### src/rtl/softex_pkg.sv
// Shared types and constants for the softex datapath initiators.
package softex_pkg;

    typedef enum logic [1:0] {
        StIdle,
        StLoadScal,
        StIssue,
        StDrain
    } issuer_state_t;

    localparam logic ISSUER_TAG_LAST = 1'b1;

endpackage

### src/rtl/softex_credit_counter.sv
// Saturating in-flight beat counter: +1 per issue, -1 per answer, bounded to [0, MAX].
module softex_credit_counter #(
    parameter int unsigned MAX = 8
) (
    input  logic clk_i,
    input  logic rst_ni,
    input  logic clear_i,
    input  logic inc_i,
    input  logic dec_i,
    output logic full_o,
    output logic empty_o
);

    localparam int unsigned CntW = $clog2(MAX + 1);

    logic [CntW-1:0] cnt_q, cnt_d;

    assign full_o  = (cnt_q == CntW'(MAX));
    assign empty_o = (cnt_q == '0);

    // Simultaneous inc and dec cancel, even at the bounds.
    always_comb begin
        cnt_d = cnt_q;
        if (inc_i && !dec_i && !full_o) begin
            cnt_d = cnt_q + CntW'(1);
        end else if (dec_i && !inc_i && !empty_o) begin
            cnt_d = cnt_q - CntW'(1);
        end
    end

    always_ff @(posedge clk_i) begin
        if (!rst_ni || clear_i) begin
            cnt_q <= '0;
        end else begin
            cnt_q <= cnt_d;
        end
    end

endmodule

### src/rtl/softex_addmul_issuer.sv
// Job-level initiator for one add/mul channel: latches the scalar, streams vector beats with
// strobes and a last tag under credit control, and forwards results with a done pulse.
module softex_addmul_issuer
    import softex_pkg::*;
#(
    parameter int unsigned WIDTH           = 16,
    parameter int unsigned VECT_WIDTH      = 1,
    parameter int unsigned MAX_OUTSTANDING = 8,
    parameter int unsigned CNT_WIDTH       = 16
) (
    input  logic                        clk_i,
    input  logic                        rst_ni,
    input  logic                        clear_i,
    input  logic                        start_i,
    input  logic [CNT_WIDTH-1:0]        len_i,
    output logic                        busy_o,
    output logic                        done_o,
    input  logic                        scal_valid_i,
    output logic                        scal_ready_o,
    input  logic [WIDTH-1:0]            scal_i,
    input  logic                        in_valid_i,
    output logic                        in_ready_o,
    input  logic [VECT_WIDTH*WIDTH-1:0] in_data_i,
    output logic                        req_valid_o,
    output logic                        req_scal_valid_o,
    input  logic                        req_ready_i,
    output logic [VECT_WIDTH-1:0]       req_strb_o,
    output logic [VECT_WIDTH*WIDTH-1:0] req_vect_o,
    output logic [WIDTH-1:0]            req_scal_o,
    output logic                        req_tag_o,
    input  logic                        rsp_valid_i,
    output logic                        rsp_ready_o,
    input  logic [VECT_WIDTH-1:0]       rsp_strb_i,
    input  logic [VECT_WIDTH*WIDTH-1:0] rsp_res_i,
    input  logic                        rsp_tag_i,
    output logic                        out_valid_o,
    output logic                        out_last_o,
    input  logic                        out_ready_i,
    output logic [VECT_WIDTH-1:0]       out_strb_o,
    output logic [VECT_WIDTH*WIDTH-1:0] out_data_o
);

    localparam int unsigned VwLog = $clog2(VECT_WIDTH);

    issuer_state_t          state_q, state_d;
    logic [CNT_WIDTH-1:0]   beats_q, beats_d;
    logic [CNT_WIDTH-1:0]   rem_q, rem_d;
    logic [WIDTH-1:0]       scal_q, scal_d;
    logic                   done_q, done_d;
    logic [CNT_WIDTH-1:0]   len_rem;
    logic [VECT_WIDTH-1:0]  strb_last;
    logic                   credit_full, unused_credit_empty;
    logic                   credit_ok, last_beat, req_hs, rsp_hs;

    assign len_rem   = len_i & CNT_WIDTH'(VECT_WIDTH - 1);
    assign credit_ok = ~credit_full;
    assign last_beat = (beats_q == CNT_WIDTH'(1));
    assign req_hs    = (state_q == StIssue) & in_valid_i & req_ready_i & credit_ok;
    assign rsp_hs    = rsp_valid_i & out_ready_i;

    softex_credit_counter #(
        .MAX (MAX_OUTSTANDING)
    ) u_credit (
        .clk_i   (clk_i),
        .rst_ni  (rst_ni),
        .clear_i (clear_i),
        .inc_i   (req_hs),
        .dec_i   (rsp_hs),
        .full_o  (credit_full),
        .empty_o (unused_credit_empty)
    );

    always_comb begin
        strb_last = '0;
        for (int i = 0; i < VECT_WIDTH; i++) begin
            strb_last[i] = (CNT_WIDTH'(i) < rem_q);
        end
    end

    always_comb begin
        state_d          = state_q;
        beats_d          = beats_q;
        rem_d            = rem_q;
        scal_d           = scal_q;
        done_d           = 1'b0;
        scal_ready_o     = 1'b0;
        in_ready_o       = 1'b0;
        req_valid_o      = 1'b0;
        req_scal_valid_o = 1'b0;
        req_strb_o       = '0;
        req_tag_o        = 1'b0;
        unique case (state_q)
            StIdle: begin
                if (start_i) begin
                    if (len_i != '0) begin
                        beats_d = (len_i >> VwLog) + CNT_WIDTH'(len_rem != '0);
                        rem_d   = len_rem;
                        state_d = StLoadScal;
                    end else begin
                        done_d = 1'b1;
                    end
                end
            end
            StLoadScal: begin
                scal_ready_o = 1'b1;
                if (scal_valid_i) begin
                    scal_d  = scal_i;
                    state_d = StIssue;
                end
            end
            StIssue: begin
                req_scal_valid_o = 1'b1;
                req_valid_o      = in_valid_i & credit_ok;
                in_ready_o       = req_ready_i & credit_ok;
                req_tag_o        = last_beat ? ISSUER_TAG_LAST : ~ISSUER_TAG_LAST;
                req_strb_o       = (last_beat && rem_q != '0) ? strb_last : '1;
                if (req_hs) begin
                    beats_d = beats_q - CNT_WIDTH'(1);
                    if (last_beat) begin
                        // A zero-latency datapath can retire the last beat in the issue cycle.
                        if (rsp_hs && rsp_tag_i == ISSUER_TAG_LAST) begin
                            state_d = StIdle;
                            done_d  = 1'b1;
                        end else begin
                            state_d = StDrain;
                        end
                    end
                end
            end
            StDrain: begin
                req_scal_valid_o = 1'b1;
                if (rsp_hs && rsp_tag_i == ISSUER_TAG_LAST) begin
                    state_d = StIdle;
                    done_d  = 1'b1;
                end
            end
            default: state_d = StIdle;
        endcase
    end

    always_ff @(posedge clk_i) begin
        if (!rst_ni || clear_i) begin
            state_q <= StIdle;
            beats_q <= '0;
            rem_q   <= '0;
            scal_q  <= '0;
            done_q  <= 1'b0;
        end else begin
            state_q <= state_d;
            beats_q <= beats_d;
            rem_q   <= rem_d;
            scal_q  <= scal_d;
            done_q  <= done_d;
        end
    end

    assign busy_o      = (state_q != StIdle);
    assign done_o      = done_q;
    assign req_vect_o  = in_data_i;
    assign req_scal_o  = scal_q;
    assign out_valid_o = rsp_valid_i;
    assign rsp_ready_o = out_ready_i;
    assign out_strb_o  = rsp_strb_i;
    assign out_data_o  = rsp_res_i;
    assign out_last_o  = rsp_tag_i;

endmodule

### config.mk
export PLATFORM = sky130hd
export DESIGN_NAME = softex_addmul_issuer
export DESIGN_NICKNAME = d
export VERILOG_FILES = /design/src/rtl/softex_pkg.sv /design/src/rtl/softex_credit_counter.sv /design/src/rtl/softex_addmul_issuer.sv
export SDC_FILE = /design/constraint.sdc
export NUM_CORES = 1
export LEC_CHECK = 0
export ABC_CLOCK_PERIOD_IN_PS = 2850
export BUFFER_PORTS_ARGS = -buffer_cell sky130_fd_sc_hd__buf_2
export CAP_MARGIN = 20
export CORE_ASPECT_RATIO = 0.6
export CORE_UTILIZATION = 45
export DETAILED_ROUTE_END_ITERATION = 6
export MAX_ROUTING_LAYER = met4
export PLACE_DENSITY = 0.78
export SLEW_MARGIN = 15
export SYNTH_ARGS = -nofsm -noshare
export SYNTH_HDL_FRONTEND = slang
export SYNTH_SLANG_ARGS = --single-unit
export TNS_END_PERCENT = 30
### constraint.sdc
create_clock -name clk_i -period 2.85 [get_ports clk_i]
set_input_delay 0.4275 -clock clk_i [delete_from_list [all_inputs] [get_ports clk_i]]
set_output_delay 0.4275 -clock clk_i [all_outputs]
set_load 0.01 [all_outputs]
==> results.yml <==
hold_path:
  min_path_cells: 3
  hp-class: "input port to flop"
  holdCritStartpoint: "scal_i[4]"
  hold_path_end: "req_scal_o[4]"
route:
  num_vias: 2276
  ant_nets: 0
  drt_iter0_drc: 163
  wl_um: 5930
  routedWlPerCell_um: 14.5
  drtPass1Iterations: 4
  drc: 0
  routed_via_density: 5.56
grt:
  grt_pass1_vias: 1938
  antenna_found_initial: 0
  grt.overflow.total: 0
  grt_pass1_wl_um: 9070
  grt_max_degree: 38
  grt_usage_pct: 20.7
layout:
  seq_area_sq_um: 781
  fillers: 502
  multi_input_area_sq_um: 1290
  diodes: 0
  syn_to_final_growth_pct: 7.57
  drive_above_1_share_pct: 26.5
  nets: 422
  final_area_sq_um: 2630
timing:
  min_period_ns: 2.63
  setup_tns_ns: 0
  max_freq_ghz: 0.381
  slew_viol_final: 0
  hold_viol: 0
  finClkSkew_ns: 0.00774
  timing_worst_slew_pin_value_ns: 0.928
  period_share_pct: 92.2
  hold_slack_ns: 0.363
  rsz0062_at_grt: "no"
  slew_headroom_pct: 38.2
  finalSetupViolations: 0
synthesis:
  seq_area_frac_synth_pct: 31.9
  avgSynthCellArea_sq_um: 7.67
  synth_seq_cells: 39
  synth-compound-area-share_pct: 21.7
  syn-cell-area_sq_um: 2450
  synth-edff-count: 0
  synthDistinctLibCells: 48
  synth_top_family_by_area: "simple AND/OR/NAND/NOR gates"
  synth-main-ff-cell: "dfxtp_1"
  async_flop_share_pct: 0
  synthSimpleGateAreaFrac_pct: 25.7
  yosysWarnings: 0
  synth_mux_area_share_pct: 1.28
  syn_inst: 319
  synth_adder_area_share_pct: 2.86
  synthXorXnorAreaFrac_pct: 0.716
  synthesis.nets: 399
clocking:
  path_clk_slew_ns: 0.08
  cts.sinks: 39
  ctsHoldBuffers: 0
  tritoncts: "yes"
  cts_buffers: 5
  clockBufferDepth: 2
  clk_latency_ns: 0.30
  h-tree-depth: 2
  root_buffer: "clkbuf_8"
setup_path:
  end_kind: "flop"
  start_kind: "flop"
  reg2reg_from: "u_credit.cnt_q[0]"
  r2r-end: "u_credit.cnt_q[3]"
  worstPathArrival_ns: 2.82
  r2r_setup_slack_ns: 0.22
  slowest_delay_ns: 0.61
  cp_slowest_cell: "or4b_1"
  path_cells: "or4b_1 -> nand4_1 -> nand2b_1 -> ha_1 -> a21o_1 -> a21oi_2 -> nand4b_1 -> o21a_1 -> o31ai_1"
  ff2ff_path_depth: 9
  cp.required_ns: 3.05
  crit_fanout: 6
  path_class: "flop to flop"
power:
  seqPwrFrac_pct: 50.2
  p_switching_uw: 326
  ir_drop_uv: 193
  p_leak_uw: 0.00112
  p_sw_share_pct: 28.8
  power_frac_clock_pct: 32.3
  p_per_area_nw_per_um2: 430
  p_int_uw: 807
  p_comb_share_pct: 17.4
die:
  ioPinCount: 135
  die_area_sq_um: 5750
  core_sq_um: 5150
  rows: 20
  die_w_um: 97.2
  start_util_pct: 47.5
  dieHeight_um: 59.1
placed_design:
  place_congestion: 0.901
  placed_area_sq_um: 2540
  port_buffers: 68
  dp_hpwl_um: 4250
job:
  cap_viol_max_count: 0
run_status:
  status: "completed"
cell families after synthesis:
| family | after synthesis |
|---|---|
| compound gates | 84 |
| mux | 3 |
| flops | 39 |
| simple gates | 124 |
| xor+xnor | 2 |
| buf+inv | 62 |
| fa+ha+maj | 5 |
synthesized netlist by cell type (2+ instances only):
library cell   n  share of area (%)
o31ai_1        5                1.5
o32ai_1        3                1.1
o21ai_1        5                1.0
o21ai_0        6                1.2
mux2i_1        2               0.82
buf_2          4               0.82
and3_1         2               0.51
nor3_1         8                1.6
nor4_4         2                1.7
nand2b_1       6                1.5
a211oi_1       2               0.61
nor2b_1        2               0.51
buf_6          2               0.92
a21o_1         7                2.1
clkbuf_1      13                2.0
dfxtp_1       39                 32
nand3_1        5                1.0
nand2_1       52                8.0
a21oi_1       39                8.0
buf_4         36                 11
nor2_1        21                3.2
nand4_1        3               0.77
or3_1          4                1.0
o211ai_1       4                1.2
buf_1          2               0.31
o21bai_1       2               0.61
xor2_1         2               0.72
nor4_1        10                2.6
inv_1          5               0.77
a211oi_2       2                1.0
a41o_1         2               0.82
or4_4          2               0.92
ha_1           4                2.0
or4b_1         2               0.82
power by group through the flow:
stage / Sequential [uW] / Combinational, uW / Clock [uW]
global placement: 581 / 190 / 0
global route: 571 / 216 / 398
detailed placement: 581 / 192 / 0
finish: 569 / 198 / 366
CTS: 569 / 194 / 375
floorplan: 578 / 182 / 0
cells in the final DEF (no fill, tap or decap), types with 3 or more instances in the layout:
| cell | instances |
|---|---|
| dfxtp_1 | 39 |
| or3_1 | 4 |
| o21ai_1 | 5 |
| nor2_1 | 21 |
| o21ai_0 | 6 |
| inv_1 | 5 |
| buf_4 | 5 |
| o211ai_1 | 4 |
| nand2b_1 | 6 |
| a21o_1 | 7 |
| nand4_1 | 3 |
| ha_1 | 4 |
| nand2_1 | 52 |
| a21oi_1 | 38 |
| buf_2 | 68 |
| nand3_1 | 5 |
| nor3_1 | 8 |
| o31ai_1 | 5 |
| nor4_1 | 10 |
| o32ai_1 | 3 |
| clkbuf_8 | 5 |
sequential cells by signal, summed over array words and instances (netlist names):
name / cells
beats_q: 16
req_scal_o: 16
u_credit.cnt_q: 4
state_q: 2
done_o: 1
metal layers:
layer	routed length, um	vias up	track usage [%]
met3	415	15	6.01
met2	2540	78	29.6
met5	0	-	-
met1	2820	1048	27.3
li1	-	1135	-
met4	155	0	9.17
area by class of cell:
cell class	count	share of cell area (%)
timing repair buffer	73	14.4
clock buffer	7	2.90
tap	66	3.14
sequential	39	29.7
multi-input combinational	218	49.0
inverter	5	0.713
clock inverter	1	0.190
worst max-delay path by stage:
stage	end	cells after the start	start	slack [ns]
after CTS	u_credit.cnt_q[3]	9	u_credit.cnt_q[0]	0.14
after detailed placement	u_credit.cnt_q[3]	9	u_credit.cnt_q[0]	0.17
after global placement	u_credit.cnt_q[3]	9	u_credit.cnt_q[0]	0.24
after global routing	u_credit.cnt_q[3]	9	u_credit.cnt_q[0]	0.09
final	u_credit.cnt_q[3]	9	u_credit.cnt_q[0]	0.22
after floorplan	u_credit.cnt_q[3]	9	u_credit.cnt_q[0]	0.37
what timing repair did:
action,CTS,global route
resized for setup,0,1
endpoints found under the setup margin,0,1
buffers inserted,0,0
stage by stage:
| step | power [uW] | util (%) | worst slack (ns) | std cells |
|---|---|---|---|---|
| 5_1_grt | 1190 | 51.1 | 0.0888 | 409 |
| 4_1_cts | 1140 | 50.8 | 0.142 | 409 |
| 2_1_floorplan | 760 | - | 0.374 | 319 |
| 3_3_place_gp | 772 | 49.2 | 0.242 | 401 |
| 6_report | 1130 | 51.1 | 0.223 | 409 |
| 3_5_place_dp | 774 | 49.2 | 0.167 | 401 |
worst max-delay path: cells and delay by family (launching register included):
kind            cells  cell delay [ns]
compound gates      4             0.73
fa+ha+maj           1             0.27
flops               1             0.37
simple gates        4             1.16
Note: power is estimated with default switching activity, not from simulation.
